$ cat config.mk
export PLATFORM = sky130hd
export DESIGN_NAME = alu_op_issuer
export DESIGN_NICKNAME = d
export VERILOG_FILES = /design/src/rtl/alu_issue_pkg.sv /design/src/rtl/alu_sel_decode.sv /design/src/rtl/alu_op_issuer.sv
export SDC_FILE = /design/constraint.sdc
export NUM_CORES = 1
export LEC_CHECK = 0
export BUFFER_PORTS_ARGS = -buffer_cell sky130_fd_sc_hd__clkbuf_2
export CORE_MARGIN = 2
export CORE_UTILIZATION = 50
export CTS_CLUSTER_DIAMETER = 200
export DETAILED_ROUTE_END_ITERATION = 10
export GPL_TIMING_DRIVEN = 0
export PLACE_DENSITY = 0.85
export SKIP_LAST_GASP = 1
export SLEW_MARGIN = 15
export SYNTH_ARGS = -nofsm -noshare
export SYNTH_HDL_FRONTEND = slang
export SYNTH_SLANG_ARGS = --single-unit
$ cat constraint.sdc
create_clock -name CLK -period 3.5 [get_ports CLK]
set_input_delay 0.7 -clock CLK [delete_from_list [all_inputs] [get_ports CLK]]
set_output_delay 0.7 -clock CLK [all_outputs]
set_load 0.05 [all_outputs]
$ cat src/rtl/alu_issue_pkg.sv
// Shared constants for the ALU operand issuer and its decoder.
// Build with ALU_ISSUE_M_EXT_EN defined to accept RV32M encodings.
package alu_issue_pkg;

   localparam int CNT_W = 8;
   localparam logic [CNT_W-1:0] LAT_ONE = {{(CNT_W-1){1'b0}}, 1'b1};

   localparam logic [6:0] OPC_OP     = 7'b0110011;
   localparam logic [6:0] OPC_OP_IMM = 7'b0010011;

   localparam logic [6:0] F7_BASE   = 7'b0000000;
   localparam logic [6:0] F7_ALT    = 7'b0100000;
   localparam logic [6:0] F7_MULDIV = 7'b0000001;

   localparam logic [2:0] F3_ADD = 3'b000;
   localparam logic [2:0] F3_SLL = 3'b001;
   localparam logic [2:0] F3_SR  = 3'b101;

   localparam logic [4:0] SEL_ADD    = 5'b00000;
   localparam logic [4:0] SEL_SUB    = 5'b00010;
   localparam logic [4:0] SEL_SLL    = 5'b00100;
   localparam logic [4:0] SEL_SLT    = 5'b01000;
   localparam logic [4:0] SEL_SLTU   = 5'b01100;
   localparam logic [4:0] SEL_XOR    = 5'b10000;
   localparam logic [4:0] SEL_SRL    = 5'b10100;
   localparam logic [4:0] SEL_SRA    = 5'b10110;
   localparam logic [4:0] SEL_OR     = 5'b11000;
   localparam logic [4:0] SEL_AND    = 5'b11100;
   localparam logic [4:0] SEL_MUL    = 5'b00001;
   localparam logic [4:0] SEL_MULH   = 5'b00101;
   localparam logic [4:0] SEL_MULHSU = 5'b01001;
   localparam logic [4:0] SEL_MULHU  = 5'b01101;
   localparam logic [4:0] SEL_DIV    = 5'b10001;
   localparam logic [4:0] SEL_DIVU   = 5'b10101;
   localparam logic [4:0] SEL_REM    = 5'b11001;
   localparam logic [4:0] SEL_REMU   = 5'b11101;

   localparam logic [1:0] ST_IDLE   = 2'd0;
   localparam logic [1:0] ST_SETTLE = 2'd1;
   localparam logic [1:0] ST_VALID  = 2'd2;

   // Clamp a latency parameter into the counter range, never below one.
   function automatic logic [CNT_W-1:0] lat_cycles(int cyc);
      logic [CNT_W-1:0] r;
      r = cyc[CNT_W-1:0];
      if (cyc < 1) r = LAT_ONE;
      if (cyc > (1 << CNT_W) - 1) r = '1;
      return r;
   endfunction

endpackage

$ cat src/rtl/alu_sel_decode.sv
// OP / OP-IMM decoder: ALU select, immediate, legality and hold time.
// ALU_ISSUE_M_EXT_EN makes funct7=0000001 legal on OP.
module alu_sel_decode import alu_issue_pkg::*; #(
   parameter int MUL_LAT  = 3,
   parameter int DIV_LAT  = 4,
   parameter int BASE_LAT = 1
) (
   input  logic [31:0]      instr,
   output logic [4:0]       select,
   output logic [4:0]       rd,
   output logic             imm_sel,
   output logic [31:0]      imm,
   output logic             illegal,
   output logic [CNT_W-1:0] lat
);

   localparam logic [CNT_W-1:0] L_BASE = lat_cycles(BASE_LAT);
   localparam logic [CNT_W-1:0] L_MUL  = lat_cycles(MUL_LAT);
   localparam logic [CNT_W-1:0] L_DIV  = lat_cycles(DIV_LAT);

   logic [6:0] opcode;
   logic [2:0] f3;
   logic [6:0] f7;
   logic       is_op;
   logic       is_imm;
   logic       unused_rs1;

   assign opcode     = instr[6:0];
   assign f3         = instr[14:12];
   assign f7         = instr[31:25];
   assign rd         = instr[11:7];
   assign is_op      = (opcode == OPC_OP);
   assign is_imm     = (opcode == OPC_OP_IMM);
   assign unused_rs1 = ^instr[19:15];

   always_comb begin
      select  = '0;
      imm_sel = 1'b0;
      imm     = {{20{instr[31]}}, instr[31:20]};
      illegal = 1'b1;
      lat     = L_BASE;
      unique case (1'b1)
         is_op: begin
            select = {f3, instr[30], instr[25]};
            if (f7 == F7_BASE) begin
               illegal = 1'b0;
            end else if (f7 == F7_ALT) begin
               illegal = !((f3 == F3_ADD) || (f3 == F3_SR));
            end else if (f7 == F7_MULDIV) begin
               lat = f3[2] ? L_DIV : L_MUL;
`ifdef ALU_ISSUE_M_EXT_EN
               illegal = 1'b0;
`else
               illegal = 1'b1;
`endif
            end
         end
         is_imm: begin
            imm_sel = 1'b1;
            // bit 30 is immediate data except on right shifts
            select  = {f3, (f3 == F3_SR) & instr[30], 1'b0};
            if (f3 == F3_SLL)
               illegal = (f7 != F7_BASE);
            else if (f3 == F3_SR)
               illegal = !((f7 == F7_BASE) || (f7 == F7_ALT));
            else
               illegal = 1'b0;
         end
         default: ;
      endcase
`ifndef ALU_ISSUE_M_EXT_EN
      select[0] = 1'b0;
`endif
   end

endmodule

$ cat src/rtl/alu_op_issuer.sv
// Issue stage: registers ALU operands, holds them for the op latency.
// ALU_ISSUE_M_EXT_EN enables MUL/DIV issue with MUL_LAT/DIV_LAT hold.
module alu_op_issuer import alu_issue_pkg::*; #(
   parameter int MUL_LAT  = 3,
   parameter int DIV_LAT  = 4,
   parameter int BASE_LAT = 1
) (
   input  logic        CLK,
   input  logic        RESETN,
   input  logic        IN_VALID,
   output logic        IN_READY,
   input  logic [31:0] INSTR,
   input  logic [31:0] RS1_DATA,
   input  logic [31:0] RS2_DATA,
   output logic [31:0] DATA1,
   output logic [31:0] DATA2,
   output logic [4:0]  SELECT,
   output logic [4:0]  RD,
   output logic        OUT_VALID,
   input  logic        OUT_READY,
   output logic        ILLEGAL
);

   logic [1:0]       state;
   logic [CNT_W-1:0] cnt;

   logic [4:0]       dec_sel;
   logic [4:0]       dec_rd;
   logic             dec_imm_sel;
   logic [31:0]      dec_imm;
   logic             dec_illegal;
   logic [CNT_W-1:0] dec_lat;

   logic take;
   logic load;
   logic multi;

   alu_sel_decode #(
      .MUL_LAT  (MUL_LAT),
      .DIV_LAT  (DIV_LAT),
      .BASE_LAT (BASE_LAT)
   ) u_dec (
      .instr   (INSTR),
      .select  (dec_sel),
      .rd      (dec_rd),
      .imm_sel (dec_imm_sel),
      .imm     (dec_imm),
      .illegal (dec_illegal),
      .lat     (dec_lat)
   );

   assign IN_READY  = (state == ST_IDLE) ||
                      ((state == ST_VALID) && OUT_READY);
   assign OUT_VALID = (state == ST_VALID);
   assign take      = IN_VALID && IN_READY;
   assign load      = take && !dec_illegal;
   assign multi     = (dec_lat > LAT_ONE);

   always_ff @(posedge CLK or negedge RESETN) begin
      if (!RESETN) begin
         state   <= ST_IDLE;
         cnt     <= '0;
         DATA1   <= '0;
         DATA2   <= '0;
         SELECT  <= '0;
         RD      <= '0;
         ILLEGAL <= 1'b0;
      end else begin
         ILLEGAL <= take && dec_illegal;
         if (load) begin
            // a retiring op in VALID is replaced in the same cycle
            DATA1  <= RS1_DATA;
            DATA2  <= dec_imm_sel ? dec_imm : RS2_DATA;
            SELECT <= dec_sel;
            RD     <= dec_rd;
            cnt    <= dec_lat - LAT_ONE;
            state  <= multi ? ST_SETTLE : ST_VALID;
         end else begin
            unique case (state)
               ST_IDLE: ;
               ST_SETTLE: begin
                  if (cnt <= LAT_ONE) begin
                     cnt   <= '0;
                     state <= ST_VALID;
                  end else begin
                     cnt <= cnt - LAT_ONE;
                  end
               end
               ST_VALID: begin
                  if (OUT_READY) state <= ST_IDLE;
               end
               default: state <= ST_IDLE;
            endcase
         end
      end
   end

endmodule

# Word-level counts from Yosys, hierarchy flattened
# Cells that the tools add are included.
[totals]
register_bits = 84
output_inout_bits = 77
[op_classes]
addsub = 2
n_lt_le_gt_ge = 2
n_eq_ne = 11
n_mux = 21
bitwise_logic = 1
reduce_logical = 16
[op_table]
columns = ["op", "n"]
rows = [
  ["8-bit 2-to-1 mux", 7],
  ["32-bit 2-to-1 mux", 1],
  ["8-bit by 1-bit subtractor with 8-bit output (second input constant)", 2],
  ["7-bit by 6-bit == test with 1-bit output (second input constant)", 2],
  ["5-bit case mux with 2 select lines", 1],
  ["8-bit by 1-bit > comparator with 1-bit output (second input constant)", 1],
  ["8-bit by 1-bit less-or-equal comparator with 1-bit output (second input constant)", 1],
  ["2-bit 2-to-1 mux", 4],
  ["7-bit by 1-bit == test with 1-bit output (second input constant)", 1],
  ["7-bit by 5-bit == test with 1-bit output (second input constant)", 1],
  ["7-bit zero test", 1],
  ["7-bit nonzero test", 1],
  ["2-bit case mux with 3 select lines", 1],
  ["1-bit 2-to-1 mux", 5],
  ["1-bit logical AND", 4],
  ["3-bit by 1-bit == test with 1-bit output (second input constant)", 1],
  ["3-bit == test (second input constant)", 1],
  ["1-bit zero test", 3],
  ["3-bit zero test", 1],
  ["1-bit logical OR", 3],
  ["3-bit 2-to-1 mux", 1],
  ["3-bit by 1-bit inequality test with 1-bit output (second input constant)", 1],
  ["3-bit inequality test (second input constant)", 1],
  ["3-bit AND reduction", 1],
  ["other kinds (7)", 7],
]

# Depth between registers and ports, before layout
[logic_depth]
depth_word = 10
mapped_depth = 9

# Hierarchy
# Synthesis repeated with hierarchy kept, for this count alone.
[hier_totals]
cells_unflattened = 482
hier_area_um2 = 4310.4
[modules_own_cells]
columns = ["module", "instances", "cells_per_inst", "area_each_um2", "seq_area_each_um2"]
rows = [
  ["alu_op_issuer", 1, 415, 3832.4, 2127.0],
  ["alu_sel_decode", 1, 67, 478.0, 0.0],
]

# Worst setup path before layout
# OpenSTA, ideal clock, no wires.
[synth_path]
path_kind = "in2reg"
startpoint = "input OUT_READY"
endpoint = "register DATA1[16]"
setup_time_ns = 0.125
t_arrival_ns = 2.841
required_time_ns = 3.375
setup_slack_ns = 0.535
cell_stages = 6
n_path_buf = 1
path_cell_list = "inv_1 a21oi_1 nand2_1 nor4_4 buf_2 mux2_2"
[synth_between]
elab_chain_cells = 4
[synth_rtl]
columns = ["element", "line", "source"]
rows = [
  ["from (decl)", "alu_op_issuer.sv:20", "input logic OUT_READY,"],
  ["1-bit logical AND", "alu_op_issuer.sv:53", "((state == ST_VALID) && OUT_READY);"],
  ["1-bit logical OR", "alu_op_issuer.sv:52", "assign IN_READY = (state == ST_IDLE) ||"],
  ["net IN_READY", "alu_op_issuer.sv:11", "output logic IN_READY,"],
  ["1-bit logical AND", "alu_op_issuer.sv:55", "assign take = IN_VALID && IN_READY;"],
  ["1-bit logical AND", "alu_op_issuer.sv:56", "assign load = take && !dec_illegal;"],
  ["to (signal assigned)", "alu_op_issuer.sv:63", "DATA1 <= '0;"],
  ["to (signal assigned)", "alu_op_issuer.sv:72", "DATA1 <= RS1_DATA;"],
  ["to (decl)", "alu_op_issuer.sv:15", "output logic [31:0] DATA1,"],
]
# The timed path passes the listed nets, and every way through them passes these cells.
# A chain may end at the register's enable or synchronous reset.

# Final worst setup path
[layout_path]
startpoint = "input INSTR[28]"
endpoint = "register DATA2[29]"
[layout_between]
elab_chain_cells = 8
elab_cells_between_ends = 12
[layout_rtl]
columns = ["element", "line", "source"]
rows = [
  ["from (decl)", "alu_op_issuer.sv:12", "input logic [31:0] INSTR,"],
  ["7-bit by 6-bit == test with 1-bit output or 7-bit zero test (tied branches)", "alu_sel_decode.sv:47, alu_sel_decode.sv:65, alu_sel_decode.sv:45", ""],
  ["1-bit logical OR", "alu_sel_decode.sv:65", "illegal = !((f7 == F7_BASE) || (f7 == F7_ALT));"],
  ["1-bit zero test", "alu_sel_decode.sv:65", ""],
  ["1-bit 2-to-1 mux", "alu_sel_decode.sv:64", "else if (f3 == F3_SR)"],
  ["1-bit 2-to-1 mux", "alu_sel_decode.sv:62", "if (f3 == F3_SLL)"],
  ["1-bit case mux with 2 select lines (*)", "alu_sel_decode.sv:42", "unique case (1'b1)"],
  ["1-bit zero test (*)", "alu_op_issuer.sv:56", ""],
  ["1-bit logical AND (*)", "alu_op_issuer.sv:56", ""],
  ["to (signal assigned)", "alu_op_issuer.sv:73", "DATA2 <= dec_imm_sel ? dec_imm : RS2_DATA;"],
  ["to (decl)", "alu_op_issuer.sv:16", "output logic [31:0] DATA2,"],
]
# Mark *: on every way between the ends. The rest lies on a longest branch, timed or not.

==> summary.md <==
| Metric | Value |
|---|---|
| IO buf count | `between 150 and 200` |
| Cells on worst reg2reg path | `7` |
| Worst hold path class | `in -> async` |
| Initial DRC Count | `73` |
| Total GRT Usage | `21.09%` |
| Critical Path RT | `3760 ps` |
| Die area | `around 0.0083 mm^2` |
| Post-CTS resize count | `0` |
| Data arrival, critical path | `between 2000 and 3000 ps` |
| Worst reg2reg setup slack | `1230 ps` |
| Largest net degree at the start of global routing | `between 50 and 60` |
| Vias | `just under 3000` |
| Worst setup EP type | `flop` |
| Worst setup path class | `in -> reg` |
| Instance count of the mapped netlist | `around 300` |
| Syn-to-layout area delta | `31.10%` |
| Ant. Diodes | `0` |
| Vias in the first global route | `3042` |
| Top post-synthesis cells by area | `dfrtp_1 (55%), mux2_2 (19%), mux2i_1 (6.3%)` |
| CTS clk-pin slew, worst paths | `90 ps` |
| Sequential-to-total area share from yosys stat | `between 50% and 60%` |
| Antenna violations before repair | `0` |
| Leakage power | `around 2.7 nW` |
| Htree depth | `3` |
| Total gr overflow | `0` |
| Worst-Skew Late Latency | `340 ps` |
| Worst Path Max Fanout | `10` |
| Die height | `just over 90 um` |
| Hold-fix buffer count after cts | `0` |
| First-pass GRT wire length | `14210 um` |
| Syn_nets | `~410` |
| Final antenna-violating net count | `0` |
| Max-cap violations | `0` |
| Crit path time final | `2712 ps` |
| Clk buf depth | `2` |
| Mean Syn Cell Area | `12.60 um^2` |
| #FFs+latches synth | `84` |
| Reg2reg end | `cnt[1]` |
| Number of flops mapped to enable cells by yosys | `0` |
| Slew @ Worst Pin | `between 700 and 800 ps` |
| CTS Buf Count | `9` |
| Outcome | `finished, final reports clean` |
| Post-synth top area cell | `dfrtp_1` |
| Initial Util | `about 52%` |
| RD Place Congestion | `0.8326` |
| Rel. slew slack | `about half` |
| PwrDens | `roughly 420 mW/mm^2` |
| Post-CTS setup buffers | `0` |
| Final setup vio count | `0` |
| Share of layout cells above drive strength 1 | `53.69%` |
| Ys async rst share | `between 90% and 100%` |
| Fin cells | `587` |
| DP HPWL | `6663 um` |
| VDD IR max | `0.0002887 V` |
| WL final | `8625 um` |
| # clock sinks | `84` |
| Synth top area share | `between 50% and 60%` |
| Max Slew Vio Count | `0` |
| Synth Warn # | `0` |
| CTS tree | `built` |
| Final net count | `588` |
| Post-placement cell count | `571` |
| Detailed Routing Iterations Pass 1 | `4` |
| Core Rows | `31` |
| Final Skew | `12.45 ps` |
| Root buffer cell | `clkbuf_8` |
| Main synth FF type | `dfrtp_1` |
| Fmax | `between 0.3 and 0.4 GHz` |
| Drt wl/cell | `between 10 and 15 um` |
| Vias per inst | `5.037` |
| Final Hold Vio Count | `0` |
| R2r startpoint | `cnt[0]` |
| Final critical-path share of the clock period | `77.49%` |
| Die width | `slightly above 90 um` |
| Unrepaired setup endpoints after global routing | `no` |
| Commonest non-fill, non-tap cell in the layout | `clkbuf_2` |
| Commonest non-fill, non-tap cells in the layout | `clkbuf_2 (169), dfrtp_1 (84), mux2_2 (65), inv_1 (27), a21oi_1 (25)` |
| Setup TNS | `0 ps` |
| IO Count | `roughly 180` |
| Core area | `0.007292 mm^2` |
| DRC viols | `0` |
| Yosys cell types | `34` |
| Cell Area, Synth | `0.003794 mm^2` |
| Crit path launch type | `input pin` |
-- kinds of logic after synthesis --
kind of cell	after synthesis	share of synthesized area, %
fa+ha+maj	5	1.649
other cells	1	0.09885
compound gates	35	5.245
simple gates	42	6.596
flops	84	55.41
buf+inv	43	4.782
mux	91	26.22
-- final cells by class --
class / count / area (um^2)
fillers: 587 / 2318
flip-flops and latches: 84 / 2102
multi-input cells: 174 / 1510
repair buffers: 171 / 880.8
clock buffers: 9 / 123.9
well taps: 99 / 123.9
inverters: 27 / 101.3
plain buffers: 16 / 80.08
clock inverters: 7 / 51.30
-- how the worst max path moves through the flow --
stage	start	depth (start not counted)	slack [ps]	to
after floorplan	OUT_READY	6	530	DATA1[16]
after global placement	INSTR[28]	6	460	DATA1[17]
after detailed placement	INSTR[28]	7	470	DATA2[29]
after CTS	INSTR[28]	7	810	DATA2[29]
after global routing	INSTR[6]	9	680	DATA2[22]
final	INSTR[28]	7	790	DATA2[29]
-- registers in the layout, indices dropped and copies added (netlist names) --
signal   cells
DATA1       32
DATA2       32
ILLEGAL      1
RD           5
SELECT       4
cnt          8
state        2
-- cells in the mapped netlist (3+ instances only) --
cell type / instances
ha_1: 5
nor2b_1: 4
nor4_1: 4
inv_1: 27
a21oi_1: 25
mux2_2: 65
clkbuf_1: 7
or4_1: 3
dfrtp_1: 84
mux2i_1: 24
nor2_1: 8
nand2b_1: 5
buf_2: 7
nand2_1: 5
nor3_1: 5
-- critical path: stages --
cell and delay, ps:
clkbuf_2 90, or4_1 550, o32a_1 380, nor4_4 450
buf_2 370, buf_6 210, mux2i_1 220
-- power breakdown --
group	switching, mW	total, mW	internal (mW)	leakage [nW]
logic	0.281	0.407	0.126	1.56
clock network	0.356	0.618	0.262	0.0860
registers	0.0334	1.06	1.03	1.04
total	0.670	2.08	1.41	2.68
-- per-layer routing --
layer / share of wire (%) / wire length (um) / global-route usage (%)
met5: 0 / 0 / 0
met4: 1.3 / 116 / 7.702
met3: 6.9 / 596 / 4.730
met2: 51 / 4380 / 35.86
met1: 41 / 3531 / 26.43
-- metrics by stage --
| stage | power [mW] | hold WS, ps | cell area, um^2 | worst slack, ps | utilization (%) |
|---|---|---|---|---|---|
| 3_5_place_dp | 1.488 | 481.0 | 4798 | 473.1 | 65.80 |
| 4_1_cts | 2.106 | 326.1 | 4974 | 810.7 | 68.21 |
| 6_report | 2.084 | 322.7 | 4974 | 788.0 | 68.21 |
| 2_1_floorplan | 1.336 | 404.4 | 3794 | 534.5 | - |
| 3_3_place_gp | 1.471 | 467.8 | 4768 | 463.6 | 65.39 |
| 5_1_grt | 2.175 | 342.3 | 4974 | 680.0 | 68.21 |
Power figures use the tool's default switching activity.
